===== src/rtl/spi_memory_master.sv =====
// spi_memory_master: mode-0 SPI initiator that turns a single read/write
// request into one 16-bit chip-select frame {addr[6:0], rw, data[7:0]}.
module spi_memory_master #(
  parameter int CLK_DIV = 4,
  parameter int CS_GAP  = 8
) (
  input  logic       clk,
  input  logic       rst_n,
  input  logic       start,
  input  logic       rw,
  input  logic [6:0] addr,
  input  logic [7:0] wdata,
  output logic       busy,
  output logic       done,
  output logic [7:0] rdata,
  output logic       sclk_pin,
  output logic       cs_pin,
  output logic       mosi_pin,
  input  logic       miso_pin
);

  localparam int DIV_W = $clog2(CLK_DIV);
  localparam int GAP_W = $clog2(CS_GAP + 1);
  localparam logic [DIV_W-1:0] DIV_LAST = DIV_W'(CLK_DIV - 1);
  localparam logic [GAP_W-1:0] GAP_LAST = GAP_W'(CS_GAP - 1);

  typedef enum logic [1:0] {
    IDLE,
    SHIFT,
    HOLD,
    GAP
  } state_t;

  state_t           state_q, state_d;
  logic [DIV_W-1:0] div_q, div_d;
  logic [4:0]       half_q, half_d;
  logic [GAP_W-1:0] gap_q, gap_d;
  logic [15:0]      sr_q, sr_d;
  logic [7:0]       rx_q, rx_d;
  logic             rw_q, rw_d;
  logic             sclk_d, cs_d, mosi_d, busy_d, done_d;
  logic [7:0]       rdata_d;
  logic             div_wrap;

  assign div_wrap = (div_q == DIV_LAST);

  // State and output registers; reset drives the pins to their idle levels at once.
  always_ff @(posedge clk or negedge rst_n) begin
    if (!rst_n) begin
      state_q  <= IDLE;
      div_q    <= '0;
      half_q   <= '0;
      gap_q    <= '0;
      sr_q     <= '0;
      rx_q     <= '0;
      rw_q     <= 1'b0;
      sclk_pin <= 1'b0;
      cs_pin   <= 1'b1;
      mosi_pin <= 1'b0;
      busy     <= 1'b0;
      done     <= 1'b0;
      rdata    <= '0;
    end else begin
      state_q  <= state_d;
      div_q    <= div_d;
      half_q   <= half_d;
      gap_q    <= gap_d;
      sr_q     <= sr_d;
      rx_q     <= rx_d;
      rw_q     <= rw_d;
      sclk_pin <= sclk_d;
      cs_pin   <= cs_d;
      mosi_pin <= mosi_d;
      busy     <= busy_d;
      done     <= done_d;
      rdata    <= rdata_d;
    end
  end

  // Frame sequencing: half-period divider, 32 sclk toggles, tail hold, then chip-select gap.
  always_comb begin
    state_d = state_q;
    div_d   = div_q;
    half_d  = half_q;
    gap_d   = gap_q;
    sr_d    = sr_q;
    rx_d    = rx_q;
    rw_d    = rw_q;
    sclk_d  = sclk_pin;
    cs_d    = cs_pin;
    mosi_d  = mosi_pin;
    busy_d  = busy;
    done_d  = 1'b0;
    rdata_d = rdata;

    case (state_q)
      IDLE: begin
        if (start) begin
          sr_d    = {addr, rw, (rw ? 8'h00 : wdata)};
          rw_d    = rw;
          rx_d    = '0;
          div_d   = '0;
          half_d  = '0;
          cs_d    = 1'b0;
          sclk_d  = 1'b0;
          mosi_d  = addr[6];
          busy_d  = 1'b1;
          state_d = SHIFT;
        end
      end

      SHIFT: begin
        if (div_wrap) begin
          div_d  = '0;
          sclk_d = ~sclk_pin;
          half_d = half_q + 5'd1;
          if (!sclk_pin) begin
            if (half_q[4]) begin
              rx_d = {rx_q[6:0], miso_pin};
            end
          end else begin
            sr_d = sr_q << 1;
            if (half_q == 5'd31) begin
              mosi_d  = 1'b0;
              state_d = HOLD;
            end else begin
              mosi_d = sr_q[14];
            end
          end
        end else begin
          div_d = div_q + DIV_W'(1);
        end
      end

      HOLD: begin
        if (div_wrap) begin
          div_d   = '0;
          gap_d   = '0;
          cs_d    = 1'b1;
          done_d  = 1'b1;
          if (rw_q) begin
            rdata_d = rx_q;
          end
          state_d = GAP;
        end else begin
          div_d = div_q + DIV_W'(1);
        end
      end

      GAP: begin
        if (gap_q == GAP_LAST) begin
          busy_d  = 1'b0;
          state_d = IDLE;
        end else begin
          gap_d = gap_q + GAP_W'(1);
        end
      end

      default: begin
        state_d = IDLE;
      end
    endcase
  end

endmodule


===== config.mk =====
export PLATFORM = sky130hd
export DESIGN_NAME = spi_memory_master
export DESIGN_NICKNAME = d
export VERILOG_FILES = /design/src/rtl/spi_memory_master.sv
export SDC_FILE = /design/constraint.sdc
export NUM_CORES = 1
export LEC_CHECK = 0
export ABC_AREA = 1
export CAP_MARGIN = 20
export CORE_UTILIZATION = 58
export CTS_BUF_LIST = sky130_fd_sc_hd__clkbuf_8 sky130_fd_sc_hd__clkbuf_16
export CTS_CLUSTER_DIAMETER = 150
export DETAILED_ROUTE_END_ITERATION = 7
export PLACE_DENSITY = 0.94
export SYNTH_ARGS = -nofsm -noshare
export SYNTH_HDL_FRONTEND = slang
export SYNTH_SLANG_ARGS = --single-unit

===== constraint.sdc =====
create_clock -name clk -period 2.6 [get_ports clk]
set_input_delay 0.26 -clock clk [delete_from_list [all_inputs] [get_ports clk]]
set_output_delay 0.26 -clock clk [all_outputs]
set_load 0.005 [all_outputs]

## Word level (Yosys, flattened, before mapping)

Cells that the tools add are included.

| word-level totals | value |
|---|---|
| bits in registers | 50 |
| latch bits | 0 |
| bits in writable memories | 0 |
| ROM bits | 0 |
| bits of input ports | 20 |
| output and inout bits | 13 |
| word-level logic and storage cells | 90 |
| memories | 0 |

| operators by class | value |
|---|---|
| add/subtract/negate cells | 3 |
| multipliers | 0 |
| div/mod/pow operators | 0 |
| magnitude comparators | 0 |
| equality and inequality tests | 15 |
| shift-type cells | 0 |
| multiplexer cells | 41 |
| bitwise logic cells | 1 |
| reductions and logical operators | 17 |

Operators by type and width:

| cell | number |
|---|---|
| $mux W15 | 3 |
| $mux W8 | 5 |
| $pmux W15 S2 | 1 |
| $ne A2 B2 Y1 const B | 9 |
| $mux W2 | 8 |
| $pmux W8 S2 | 1 |
| $reduce_and A3 Y1 | 5 |
| $mux W1 | 11 |
| $mux W5 | 2 |
| $pmux W5 S2 | 1 |
| $reduce_bool A2 Y1 | 5 |
| $mux W4 | 2 |
| $pmux W1 S2 | 4 |
| $pmux W2 S4 | 1 |
| $pmux W4 S2 | 1 |
| $eq A2 B2 Y1 const B | 3 |
| $reduce_and A6 Y1 | 1 |
| $add A5 B1 Y5 const B | 1 |
| $eq A5 B5 Y1 const B | 1 |
| $reduce_and A5 Y1 | 1 |
| $add A4 B1 Y4 const B | 1 |
| $eq A4 B3 Y1 const B | 1 |
| $pmux W2 S2 | 1 |
| $reduce_and A2 Y1 | 2 |
| other kinds (6) | 6 |

## Longest topological paths before layout

Gate-level depths: netlist of run 1.

| logic depth | value |
|---|---|
| depth after elaboration | 5 |
| gate-level depth with buffers | 10 |
| gate-level depth less buffers | 9 |

## Worst setup path before layout of run 1

Ideal clock, no wire load.

| timing path | value |
|---|---|
| path kind | register to register |
| from | register state_q[0] |
| to | register sr_q[1] |
| setup time | 0.127 ns |
| data arrival time | 1.354 ns |
| setup slack | 1.119 ns |
| stages on the path, launching flop included | 10 |
| path buffers | 1 |
| clock period less this slack | 1.481 ns |
| cells stage by stage | dfrtp_1 -> inv_1 -> ha_1 -> nand2_1 -> nand2_2 -> inv_2 -> nand2_4 -> buf_6 -> nand2_1 -> o21ai_0 |

| between the ends | value |
|---|---|
| cells in the longest elaborated chain, start to end | 3 |

Ends and longest elaborated chain:

| element | RTL line | source |
|---|---|---|
| start, declared | 34 | `state_t state_q, state_d;` |
| start signal, assigned | 64 | `state_q <= state_d;` |
| $eq A2 B1 Y1 / $logic_not A2 Y1 (equally long branches) | 96 | `case (state_q)` |
| $ne A2 B2 Y1 (no source line) / $reduce_bool A2 Y1 (equally long branches) | n/a |  |
| $reduce_and A4 Y1 (no source line) | n/a |  |
| end signal, assigned | 68 | `sr_q <= sr_d;` |
| end, declared | 38 | `logic [15:0] sr_q, sr_d;` |

Parallel ways exist; a longest one is shown, timed or not.
A chain may end at the register's enable or synchronous reset.

## Worst setup path after layout of run 1

| timing path | value |
|---|---|
| from | register state_q[1] |
| to | register state_q[1] |

| between the ends | value |
|---|---|
| cells in the longest elaborated chain, start to end | 3 |

Ends and longest elaborated chain:

| element | RTL line |
|---|---|
| $eq A2 B1 Y1 (tied with other cells) | 96 |
| $ne A2 B2 Y1 (no source line) | n/a |
| $reduce_and A6 Y1 (no source line) | n/a |

Parallel ways exist; a longest one is shown, timed or not.

==> impl_results.rst, run 1 <==
.. list-table::
   :header-rows: 1

   * - Metric
     - Value
   * - Number of enable-type register cells in the synthesized netlist
     - 0
   * - Routed Wire Length
     - slightly below 5 mm
   * - Synth warn
     - 0
   * - First-pass detailed-route iteration total
     - 4
   * - Detailed route wirelength on metal2
     - roughly 2.4 mm
   * - Die width
     - 67.3 um
   * - Power density relative to cell area
     - 988 mW/mm^2
   * - CTS H-tree depth
     - 2
   * - Maximum clock path buffer count
     - 2
   * - Post-route minimum period
     - 1830 ps
   * - Cell chosen for the clock root
     - clkbuf_8
   * - Biggest area contributors in the synthesized netlist
     - dfrtp_1, nand2_1, nand3_1
   * - Number of nets in the final layout
     - 364
   * - Clock slew at the register clock pins of the worst setup and hold paths
     - about 100 ps
   * - Worst-case vdd ir drop
     - about 630 uV
   * - Global-route total usage across every layer
     - 23.6%
   * - Placeable core region
     - slightly above 0.004 mm^2
   * - Sequential share of the synthesized area
     - 50.6%
   * - Final cycle utilization of the critical path
     - ~70%
   * - Mean instance size in the synthesized netlist
     - 8.20 um^2
   * - Hold violation total from the final report
     - 0
   * - Total standard cell area after synthesis
     - around 0.0025 mm^2
   * - Crit Reg-Reg Startpoint
     - state_q[1]$_DFFE_PN0P_
   * - Setup TNS after final layout
     - 0 ps
   * - Startpoint types
     - flip-flop
   * - Synthesized flop and latch total
     - 50
   * - Final setup viols
     - 0
   * - Static power due to leakage
     - around 1.5 nW
   * - Total of max-cap violations
     - 0
   * - # clock sinks
     - 50
   * - Post-synthesis instance total
     - 302
   * - Amount of wire on met3 after detailed routing
     - ~270 um
   * - ANT nets after route
     - 0
   * - Total vias in the final route
     - about 2100
   * - Number of antenna violations at the first check in global routing
     - 0
   * - Core occupancy in the finished layout
     - between 70% and 80%
   * - Count of inserted antenna diode cells
     - 0
   * - Max Used Layer
     - met4
   * - Post-CTS sizing
     - 0
   * - Final-layout fill cell count
     - roughly 310
   * - Global-route wire length before repair
     - about 8 mm
   * - Arrival time of the worst setup path
     - approximately 2000 ps
   * - Fraction of post-synthesis cell area in the top cell type by area
     - 49.5%
   * - Maximum clock rate
     - about 550 MHz
   * - Total CTS buffers
     - 5
   * - Final slew viol count
     - 0
   * - Die Area
     - around 0.0045 mm^2
   * - Post-Syn Nets
     - 330
   * - Boundary pin count
     - 33
   * - Initial core utilization
     - 61.0%
   * - Leftover overflow at the end of global routing
     - 0
   * - Cell accounting for the most synthesized area
     - dfrtp_1
   * - Type of destination of the critical path
     - flip-flop
   * - Largest net degree at the start of global routing
     - 33
   * - Number of distinct library cells after synthesis
     - 31
   * - Average wire per standard cell
     - approximately 13 um
   * - Required time worst endpoint
     - ~2800 ps
   * - Actual slew at the worst max-slew pin
     - between 500 and 600 ps
   * - Outcome
     - complete, no violations
   * - Clock tree from TritonCTS
     - done
   * - Biggest fanout along the worst timing path
     - 17
   * - Number of core rows
     - 23
   * - Ratio of cells with drive above 1 in the final layout
     - between 6 and 7%
   * - Placed wire-length estimate after detailed placement
     - between 3 and 4 mm
   * - Vias in the first global route
     - between 1500 and 2000
   * - # placed instances
     - about 380
   * - Area growth syn-to-layout
     - 18.0%
   * - Via count normalized by instance count
     - about 5.4
   * - Filler-free cell count of the finished design
     - 387
   * - Path type of the worst setup path
     - flip-flop to flip-flop
   * - RSZ-0062 raised after global routing
     - no
   * - DRC marker count from the first detailed-route iteration
     - around 190
   * - Y dimension of the die
     - 67.3 um
   * - Rel. slew slack
     - 62.4%
   * - Crit path launch
     - state_q[1]$_DFFE_PN0P_
   * - Number of port buffers
     - 32
   * - Primary flip-flop cell chosen by synthesis mapping
     - dfrtp_1
   * - Routed length on met1
     - between 2 and 2.5 mm
   * - Skew-Pair Late Insertion Delay
     - approximately 310 ps
   * - Type of the tightest min-delay check
     - input pin to asynchronous set/reset pin
   * - Async SR Flop Fraction
     - 100%
   * - Routability congestion estimate from global placement
     - slightly below 0.8
   * - Remaining design rule violation count
     - 0
   * - Final clock skew
     - between 10 and 15 ps
-- worst max-delay path, stage by stage, from the launching register on --
cell,delay [ps]
dfrtp_1,420
inv_1,100
ha_1,210
buf_4,240
clkinv_1,290
a21oi_1,210
nor2_1,90
nand3_1,90
nand2_1,60
-- path summary, 6_finish.rpt --
check,to,slack (ps),depth (start not counted)
setup / recovery,state_q[1]$_DFFE_PN0P_,770,8
hold / removal,div_q[1]$_DFFE_PN0P_,420,2
setup reg to reg,state_q[1]$_DFFE_PN0P_,770,8
hold reg to reg,sr_q[12]$_DFFE_PN0P_,480,2
max in group asynchronous,sr_q[9]$_DFFE_PN0P_,1430,3
min in group clk,sr_q[12]$_DFFE_PN0P_,480,2
-- synth_stat cells, types with 2 or more instances --
cell / instances
nand3_1: 30
a22oi_1: 7
buf_4: 2
ha_1: 8
inv_1: 25
nor2_1: 18
nand2_1: 111
clkbuf_1: 2
dfrtp_1: 49
a21oi_1: 2
o21ai_2: 3
buf_6: 3
nand4_1: 2
o21bai_1: 2
o21ai_0: 22
-- final cells by class --
| cell class | count | area, um^2 | share of cell area, % |
|---|---|---|---|
| Clock buffer | 6 | 82.6 | 2.83 |
| Clock inverter | 2 | 17.5 | 0.600 |
| Multi-Input combinational cell | 216 | 1060 | 36.2 |
| Tap cell | 50 | 62.6 | 2.14 |
| Timing Repair Buffer | 36 | 348 | 11.9 |
| Sequential cell | 50 | 1250 | 42.9 |
| Inverter | 27 | 101 | 3.47 |
-- what timing repair did --
| action | 4_1_cts | 5_1_grt |
|---|---|---|
| endpoints found under the hold margin | 17 | 0 |
| hold buffers | 1 | 0 |
| buffers inserted | 0 | 0 |
-- routing by layer --
layer  global-route usage (%)  vias up
met5                        0        -
met4                     8.51        0
met3                     5.57        4
met2                     39.4       68
met1                     29.9      982
li1                         -     1034
-- where the power goes --
part / switching, mW / leakage [nW] / internal [mW] / total [mW]
logic: 0.848 / 0.741 / 0.451 / 1.30
clock network: 0.263 / 0.0514 / 0.219 / 0.482
registers: 0.133 / 0.662 / 0.972 / 1.11
total: 1.24 / 1.45 / 1.64 / 2.89
-- kinds of logic (layout without fill, tap and decap cells) --
group                      count (synthesis)  in the layout  share of synthesized area [%]
AOI/OAI and AO/OA                         40             40                           10.1
muxes                                      1              1                          0.455
buffers and inverters                     36             71                           6.72
adders and majority gates                  8              8                           4.04
DFF                                       50             50                           50.6
and+or+nand+nor                          167            167                           28.1
-- sequential cells by signal (all words and copies together), names as in the netlist --
register  flops
sclk_pin      1
div_q         2
mosi_pin      1
cs_pin        1
state_q       2
rx_q          8
sr_q         15
gap_q         4
rw_q          1
rdata         8
half_q        5
done          1
busy          1
-- cell usage in the layout (no fill, tap or decap), types with 2 or more instances in the layout --
master / count
nand2_1: 111
dfrtp_1: 49
clkdlybuf4s50_1: 31
nand3_1: 30
inv_1: 25
o21ai_0: 22
nor2_1: 18
ha_1: 8
a22oi_1: 7
clkbuf_8: 6
o21ai_2: 3
buf_4: 3
nand4_1: 2
o21bai_1: 2
a21oi_1: 2
clkinv_4: 2
-- per-stage QoR --
stage / instance area [um^2] / hold WS, ps / setup slack, ps / power (mW)
after floorplan: 2480 / -35.6 / 1120 / 2.12
after global routing: 2920 / 454 / 618 / 3.09
after detailed placement: 2810 / 226 / 823 / 2.40
final: 2920 / 415 / 768 / 2.89
after global placement: 2810 / 232 / 884 / 2.33
after CTS: 2920 / 431 / 806 / 2.88
No activity file was read; power rests on OpenSTA's default activity.
==> inputs of run 2 (changes only) <==
--- a/config.mk
+++ b/config.mk
@@ -7,11 +7,11 @@
 export LEC_CHECK = 0
 export ABC_AREA = 1
 export CAP_MARGIN = 20
-export CORE_UTILIZATION = 58
+export CORE_UTILIZATION = 54
 export CTS_BUF_LIST = sky130_fd_sc_hd__clkbuf_8 sky130_fd_sc_hd__clkbuf_16
 export CTS_CLUSTER_DIAMETER = 150
 export DETAILED_ROUTE_END_ITERATION = 7
-export PLACE_DENSITY = 0.94
+export PLACE_DENSITY = 0.9
 export SYNTH_ARGS = -nofsm -noshare
 export SYNTH_HDL_FRONTEND = slang
 export SYNTH_SLANG_ARGS = --single-unit
==> constraint.sdc (replaced) <==
create_clock -name clk -period 1.8 [get_ports clk]
set_input_delay 0.18 -clock clk [delete_from_list [all_inputs] [get_ports clk]]
set_output_delay 0.18 -clock clk [all_outputs]
set_load 0.005 [all_outputs]
==> impl_results.rst, run 2 (synthesis gave the netlist of run 1 again) <==
.. list-table::
   :header-rows: 1

   * - Metric
     - Value
   * - Arrival time of the worst setup path
     - between 1500 and 2000 ps
   * - Commonest non-fill, non-tap cell in the layout
     - nand2_1
   * - Power share of the combinational group
     - roughly 46%
   * - Post-route minimum period
     - roughly 1600 ps
   * - Routed Wire Length
     - between 4 and 5 mm
   * - Total of max-cap violations
     - 0
   * - CTS H-tree depth
     - 2
   * - Boundary pin count
     - 33
   * - Met2 routing resource usage after global routing
     - 36.0%
   * - Number of antenna violations at the first check in global routing
     - 0
   * - Routability congestion estimate from global placement
     - 0.814
   * - Share of total power in the clock network
     - roughly 18%
   * - Met1 track utilization from global routing
     - 26.9%
   * - Peak-usage layer in the global routing report
     - met2
   * - Power density relative to cell area
     - ~1500 mW/mm^2
   * - Clock tree from TritonCTS
     - done
   * - Post-route standard cell area excluding fillers
     - about 0.003 mm^2
   * - Via count normalized by instance count
     - approximately 5.1
   * - Crit path buf inv count
     - 2
   * - Number of nets in the final layout
     - 370
   * - Biggest fanout along the worst timing path
     - 26
   * - Register containing the most flip-flops in the final layout
     - sr_q
   * - Average wire per standard cell
     - 11.8 um
   * - Maximum clock rate
     - about 620 MHz
   * - Maximum clock path buffer count
     - 2
   * - Seq. cell area
     - ~0.0013 mm^2
   * - Number of core rows
     - 24
   * - Flop pwr share
     - between 30% and 40%
   * - Total CTS buffers
     - 5
   * - Number of cells traversed by the worst register-to-register path
     - 8
   * - Initial core utilization
     - between 50% and 60%
   * - Area growth syn-to-layout
     - 21.1%
   * - Int Power
     - 2.57 mW
   * - Largest register FFs
     - 15
   * - Hold violation total from the final report
     - 0
   * - Placed cell area
     - between 0.002 and 0.003 mm^2
   * - DRC marker count from the first detailed-route iteration
     - 141
   * - Clock slew at the register clock pins of the worst setup and hold paths
     - about 90 ps
   * - Leftover overflow at the end of global routing
     - 0
   * - Power spent charging and discharging nets
     - 1.81 mW
   * - Y dimension of the die
     - 69.7 um
   * - Final-layout fill cell count
     - approximately 370
   * - Global-route wire length before repair
     - 8.31 mm
   * - ANT nets after route
     - 0
   * - Slowest stage cell on the critical path
     - dfrtp_1
   * - Placeable core region
     - 0.00438 mm^2
   * - Number of stages on the worst setup path
     - 8
   * - Type of destination of the critical path
     - flip-flop
   * - Grt met3 use
     - 5.09%
   * - Skew-Pair Late Insertion Delay
     - between 300 and 400 ps
   * - Die Area
     - 0.00486 mm^2
   * - Type of the tightest min-delay check
     - input pin to asynchronous set/reset pin
   * - CP Cell Sequence
     - inv_1 > ha_1 > nand2_2 > nand2_2 > inv_2 > nand2_8 > nand2_1 > o21ai_0
   * - Largest net degree at the start of global routing
     - 27
   * - Placed wire-length estimate after detailed placement
     - between 3 and 4 mm
   * - Remaining design rule violation count
     - 0
   * - CP dominant cell by count
     - nand2_2
   * - Rel. slew slack
     - 73.2%
   * - Delay of the slowest cell on the worst path
     - between 400 and 500 ps
   * - Setup TNS after final layout
     - 0 ps
   * - Global-route total usage across every layer
     - a little over a fifth
   * - Required time worst endpoint
     - 1990 ps
   * - Final cycle utilization of the critical path
     - 89.2%
   * - Total vias in the final route
     - around 2000
   * - Die width
     - 69.7 um
   * - RSZ-0062 raised after global routing
     - no
   * - First-pass detailed-route iteration total
     - 4
   * - Commonest cells after routing, fill and taps aside
     - nand2_1, dfrtp_1, clkdlybuf4s50_1
   * - Net switching fraction of the power
     - 41.3%
   * - Actual slew at the worst max-slew pin
     - 402 ps
   * - Number of port buffers
     - 32
   * - Outcome
     - complete, no violations
   * - Vias in the first global route
     - ~2000
   * - Total setup buffers inserted after CTS
     - 0
   * - Count of inserted antenna diode cells
     - 0
   * - Startpoint types
     - flip-flop
   * - Multi-input logic area
     - about 0.0011 mm^2
   * - Final slew viol count
     - 0
   * - Worst-case vdd ir drop
     - ~760 uV
   * - Cell chosen for the clock root
     - clkbuf_8
   * - Path type of the worst setup path
     - flip-flop to flip-flop
   * - Cell class contributing the biggest share of worst-path delay
     - simple AND/OR/NAND/NOR gates
   * - Static power due to leakage
     - between 1 and 1.5 nW
   * - Final clock skew
     - 10.2 ps
   * - Final setup viols
     - 0
   * - Largest registers
     - sr_q: 15 flops, rdata: 8 flops, rx_q: 8 flops
   * - # clock sinks
     - 50
   * - Ratio of cells with drive above 1 in the final layout
     - ~9.0%
run 2: cell types whose count changed in the layout (fill, tap and decap cells not counted), sizes merged:
cell / before / now
buf: 4 / 10
bufinv: 0 / 1
inv: 26 / 27
clkbuf: 6 / 5
clkinv: 3 / 2
run 2: worst paths after layout:
path	endpoint	from	slack [ps]
setup / recovery	sr_q[4]$_DFFE_PN0P_	state_q[0]$_DFFE_PN0P_	190
hold / removal	sr_q[10]$_DFFE_PN0P_	rst_n	330
setup reg to reg	sr_q[4]$_DFFE_PN0P_	state_q[0]$_DFFE_PN0P_	190
hold reg to reg	rx_q[6]$_DFFE_PN0P_	rx_q[6]$_DFFE_PN0P_	480
max in group asynchronous	div_q[1]$_DFFE_PN0P_	rst_n	880
min in group clk	sr_q[0]$_DFFE_PN0P_	wdata[0]	450
run 2: per-stage QoR:
| stage | total power [mW] | hold WS (ps) | cells | util (%) | setup slack (ps) |
|---|---|---|---|---|---|
| 2_1_floorplan | 3.07 | -116 | 302 | - | 319 |
| 3_3_place_gp | 3.48 | 123 | 386 | 65.2 | 194 |
| 3_5_place_dp | 3.54 | 128 | 386 | 65.2 | 129 |
| 4_1_cts | 4.35 | 332 | 395 | 68.0 | 130 |
| 5_1_grt | 4.76 | 355 | 395 | 68.4 | 13.1 |
| 6_report | 4.39 | 329 | 395 | 68.4 | 194 |
run 2: cell type report:
type                    count  area share (%)
flip-flops and latches     50            41.8
multi-input cells         216            35.8
repair buffers             42            13.1
inverters                  27            3.38
clock buffers               5            2.30
well taps                  52            2.17
clock inverters             3            1.46
run 2: repair_timing:
item | 4_1_cts | 5_1_grt
hold buffers | 1 | 0
endpoints found under the setup margin | 0 | 12
resized for setup | 0 | 3
endpoints found under the hold margin | 15 | 0
run 2: metal layers:
layer | vias up | wire [um]
met3 | 9 | 165
li1 | 1046 | -
met4 | 0 | 77
met1 | 920 | 2220
met5 | - | 0
met2 | 47 | 2200
run 2: power groups by stage:
| stage | Clock, mW | Sequential [mW] | Combinational, mW |
|---|---|---|---|
| after floorplan | 0 | 1.57 | 1.50 |
| after global placement | 0 | 1.60 | 1.88 |
| after detailed placement | 0 | 1.61 | 1.93 |
| after CTS | 0.812 | 1.59 | 1.95 |
| after global routing | 0.861 | 1.63 | 2.27 |
| final | 0.789 | 1.60 | 2.00 |
==> inputs of run 3 (changes only) <==
--- a/config.mk
+++ b/config.mk
@@ -7,11 +7,11 @@
 export LEC_CHECK = 0
 export ABC_AREA = 1
 export CAP_MARGIN = 20
-export CORE_UTILIZATION = 54
+export CORE_UTILIZATION = 50
 export CTS_BUF_LIST = sky130_fd_sc_hd__clkbuf_8 sky130_fd_sc_hd__clkbuf_16
 export CTS_CLUSTER_DIAMETER = 150
 export DETAILED_ROUTE_END_ITERATION = 7
-export PLACE_DENSITY = 0.9
+export PLACE_DENSITY = 0.85
 export SYNTH_ARGS = -nofsm -noshare
 export SYNTH_HDL_FRONTEND = slang
 export SYNTH_SLANG_ARGS = --single-unit
==> impl_results.rst, run 3 (synthesis gave the netlist of run 1 again) <==
.. list-table::
   :header-rows: 1

   * - Metric
     - Value
   * - Final slew viol count
     - 0
   * - Number of port buffers
     - 32
   * - Slowest stage cell on the critical path
     - dfrtp_1
   * - Final cycle utilization of the critical path
     - about nine tenths
   * - Y dimension of the die
     - about 72 um
   * - Largest registers
     - sr_q: 15 flops, rdata: 8 flops, rx_q: 8 flops
   * - CTS H-tree depth
     - 2
   * - Rel. slew slack
     - about 64%
   * - Core occupancy in the finished layout
     - 64.0%
   * - Commonest non-fill, non-tap cell in the layout
     - nand2_1
   * - Ratio of cells with drive above 1 in the final layout
     - approximately 8.8%
   * - RSZ-0062 raised after global routing
     - no
   * - Total vias in the final route
     - about 2000
   * - Die width
     - roughly 72 um
   * - Startpoint types
     - flip-flop
   * - Largest register FFs
     - 15
   * - Largest net degree at the start of global routing
     - 29
   * - Final clock skew
     - between 7 and 8 ps
   * - # clock sinks
     - 50
   * - CP dominant cell by count
     - nand2_2
   * - Area growth syn-to-layout
     - 22.8%
   * - Global-route wire length before repair
     - roughly 8 mm
   * - ANT nets after route
     - 0
   * - Type of destination of the critical path
     - flip-flop
   * - Average wire per standard cell
     - roughly 11 um
   * - Arrival time of the worst setup path
     - approximately 1900 ps
   * - Worst-case vdd ir drop
     - ~770 uV
   * - Filler-free cell count of the finished design
     - about 410
   * - Type of the tightest min-delay check
     - input pin to asynchronous set/reset pin
   * - Die Area
     - approximately 0.0052 mm^2
   * - Placed cell area
     - 0.00288 mm^2
   * - Total of max-cap violations
     - 0
   * - Cell chosen for the clock root
     - clkbuf_8
   * - # placed instances
     - 399
   * - Total CTS buffers
     - 5
   * - Global-route total usage across every layer
     - 19.5%
   * - Register containing the most flip-flops in the final layout
     - sr_q
   * - Remaining design rule violation count
     - 0
   * - Actual slew at the worst max-slew pin
     - between 500 and 600 ps
   * - Commonest cells after routing, fill and taps aside
     - nand2_1, dfrtp_1, clkdlybuf4s50_1
   * - Initial core utilization
     - 52.1%
   * - Cell class contributing the biggest share of worst-path delay
     - flip-flops
   * - CP Cell Sequence
     - inv_1 > ha_1 > nand2_2 > nand2_2 > inv_2 > nand2_8 > o21ai_0
   * - First-pass detailed-route iteration total
     - 4
   * - Maximum clock rate
     - 608 MHz
   * - Delay of the slowest cell on the worst path
     - 420 ps
   * - Biggest fanout along the worst timing path
     - 26
   * - Via count normalized by instance count
     - 4.94
   * - Post-route standard cell area excluding fillers
     - 0.00304 mm^2
   * - Post-route minimum period
     - between 1500 and 2000 ps
   * - Clock tree from TritonCTS
     - done
   * - Crit path buf inv count
     - 2
   * - Seq. cell area
     - approximately 0.0013 mm^2
   * - Outcome
     - complete, no violations
   * - Boundary pin count
     - 33
   * - Power density relative to cell area
     - between 1000 and 1500 mW/mm^2
   * - Post-Place Setup Slack
     - around 120 ps
   * - Placed wire-length estimate after detailed placement
     - about 3.4 mm
   * - Number of core rows
     - 25
   * - Required time worst endpoint
     - 2010 ps
   * - Skew-Pair Late Insertion Delay
     - ~290 ps
   * - Leftover overflow at the end of global routing
     - 0
   * - Maximum clock path buffer count
     - 2
   * - Hold violation total from the final report
     - 0
   * - Final setup viols
     - 0
   * - Static power due to leakage
     - approximately 1.5 nW
   * - Number of nets in the final layout
     - ~370
   * - Count of inserted antenna diode cells
     - 0
   * - Path type of the worst setup path
     - flip-flop to flip-flop
   * - Placeable core region
     - approximately 0.0048 mm^2
   * - Number of antenna violations at the first check in global routing
     - 0
   * - Vias in the first global route
     - a little under 2000
   * - Multi-input logic area
     - between 0.001 and 0.0015 mm^2
   * - Routability congestion estimate from global placement
     - 0.796
   * - DRC marker count from the first detailed-route iteration
     - 206
   * - PnR worst setup slack
     - between 150 and 200 ps
   * - Clock slew at the register clock pins of the worst setup and hold paths
     - approximately 90 ps
   * - Final-layout fill cell count
     - about 420
   * - Setup TNS after final layout
     - 0 ps
   * - Routed Wire Length
     - between 4 and 5 mm
run 3: where the power goes:
group	internal, mW	leakage [nW]	switching, mW
Combinational	0.748	0.764	1.26
Sequential	1.40	0.662	0.190
Clock	0.556	0.0683	0.355
Total	2.71	1.49	1.80
run 3: cell type report:
| cell class | instances | area share, % |
|---|---|---|
| clock buffer | 5 | 2.26 |
| clock inverter | 3 | 2.26 |
| inverter | 27 | 3.33 |
| multi-input combinational | 216 | 35.4 |
| sequential | 50 | 41.2 |
| tap | 67 | 2.76 |
| timing repair buffer | 40 | 12.8 |
run 3: final timing paths:
path,from,end,slack [ps],cells after the start
max,state_q[0]$_DFFE_PN0P_,sr_q[2]$_DFFE_PN0P_,160,7
min,rst_n,sr_q[14]$_DFFE_PN0P_,390,2
max reg2reg,state_q[0]$_DFFE_PN0P_,sr_q[2]$_DFFE_PN0P_,160,7
min reg2reg,rx_q[2]$_DFFE_PN0P_,rx_q[2]$_DFFE_PN0P_,480,2
max in group asynchronous,rst_n,sclk_pin$_DFFE_PN0P_,880,3
min in group clk,wdata[0],sr_q[0]$_DFFE_PN0P_,470,3
run 3: metrics by stage:
step	power (mW)	hold WS, ps
3_3_place_gp	3.47	191
4_1_cts	4.47	403
3_5_place_dp	3.54	188
5_1_grt	4.90	445
2_1_floorplan	3.07	-116
6_report	4.51	393
run 3: worst register-to-register path, cell delays in order, from the launching register on:
cell and delay [ps]:
dfrtp_1 420, inv_1 90, ha_1 260, nand2_2 150
nand2_2 100, inv_2 170, nand2_8 150, o21ai_0 220
run 3: timing repair:
action	CTS	global route
gates resized for setup	0	5
setup buffers	0	0
endpoints found under the setup margin	0	23
hold endpoints to repair	21	0
hold buffers	1	0
run 3: routing by layer:
metal  up-vias  GRT usage, %  part of all wire, %
li1       1045             -                    -
met4         0          7.41                 0.68
met1       927          24.2                   47
met2        40          34.1                   49
met3         5          3.19                  3.0
met5         -             0                    0
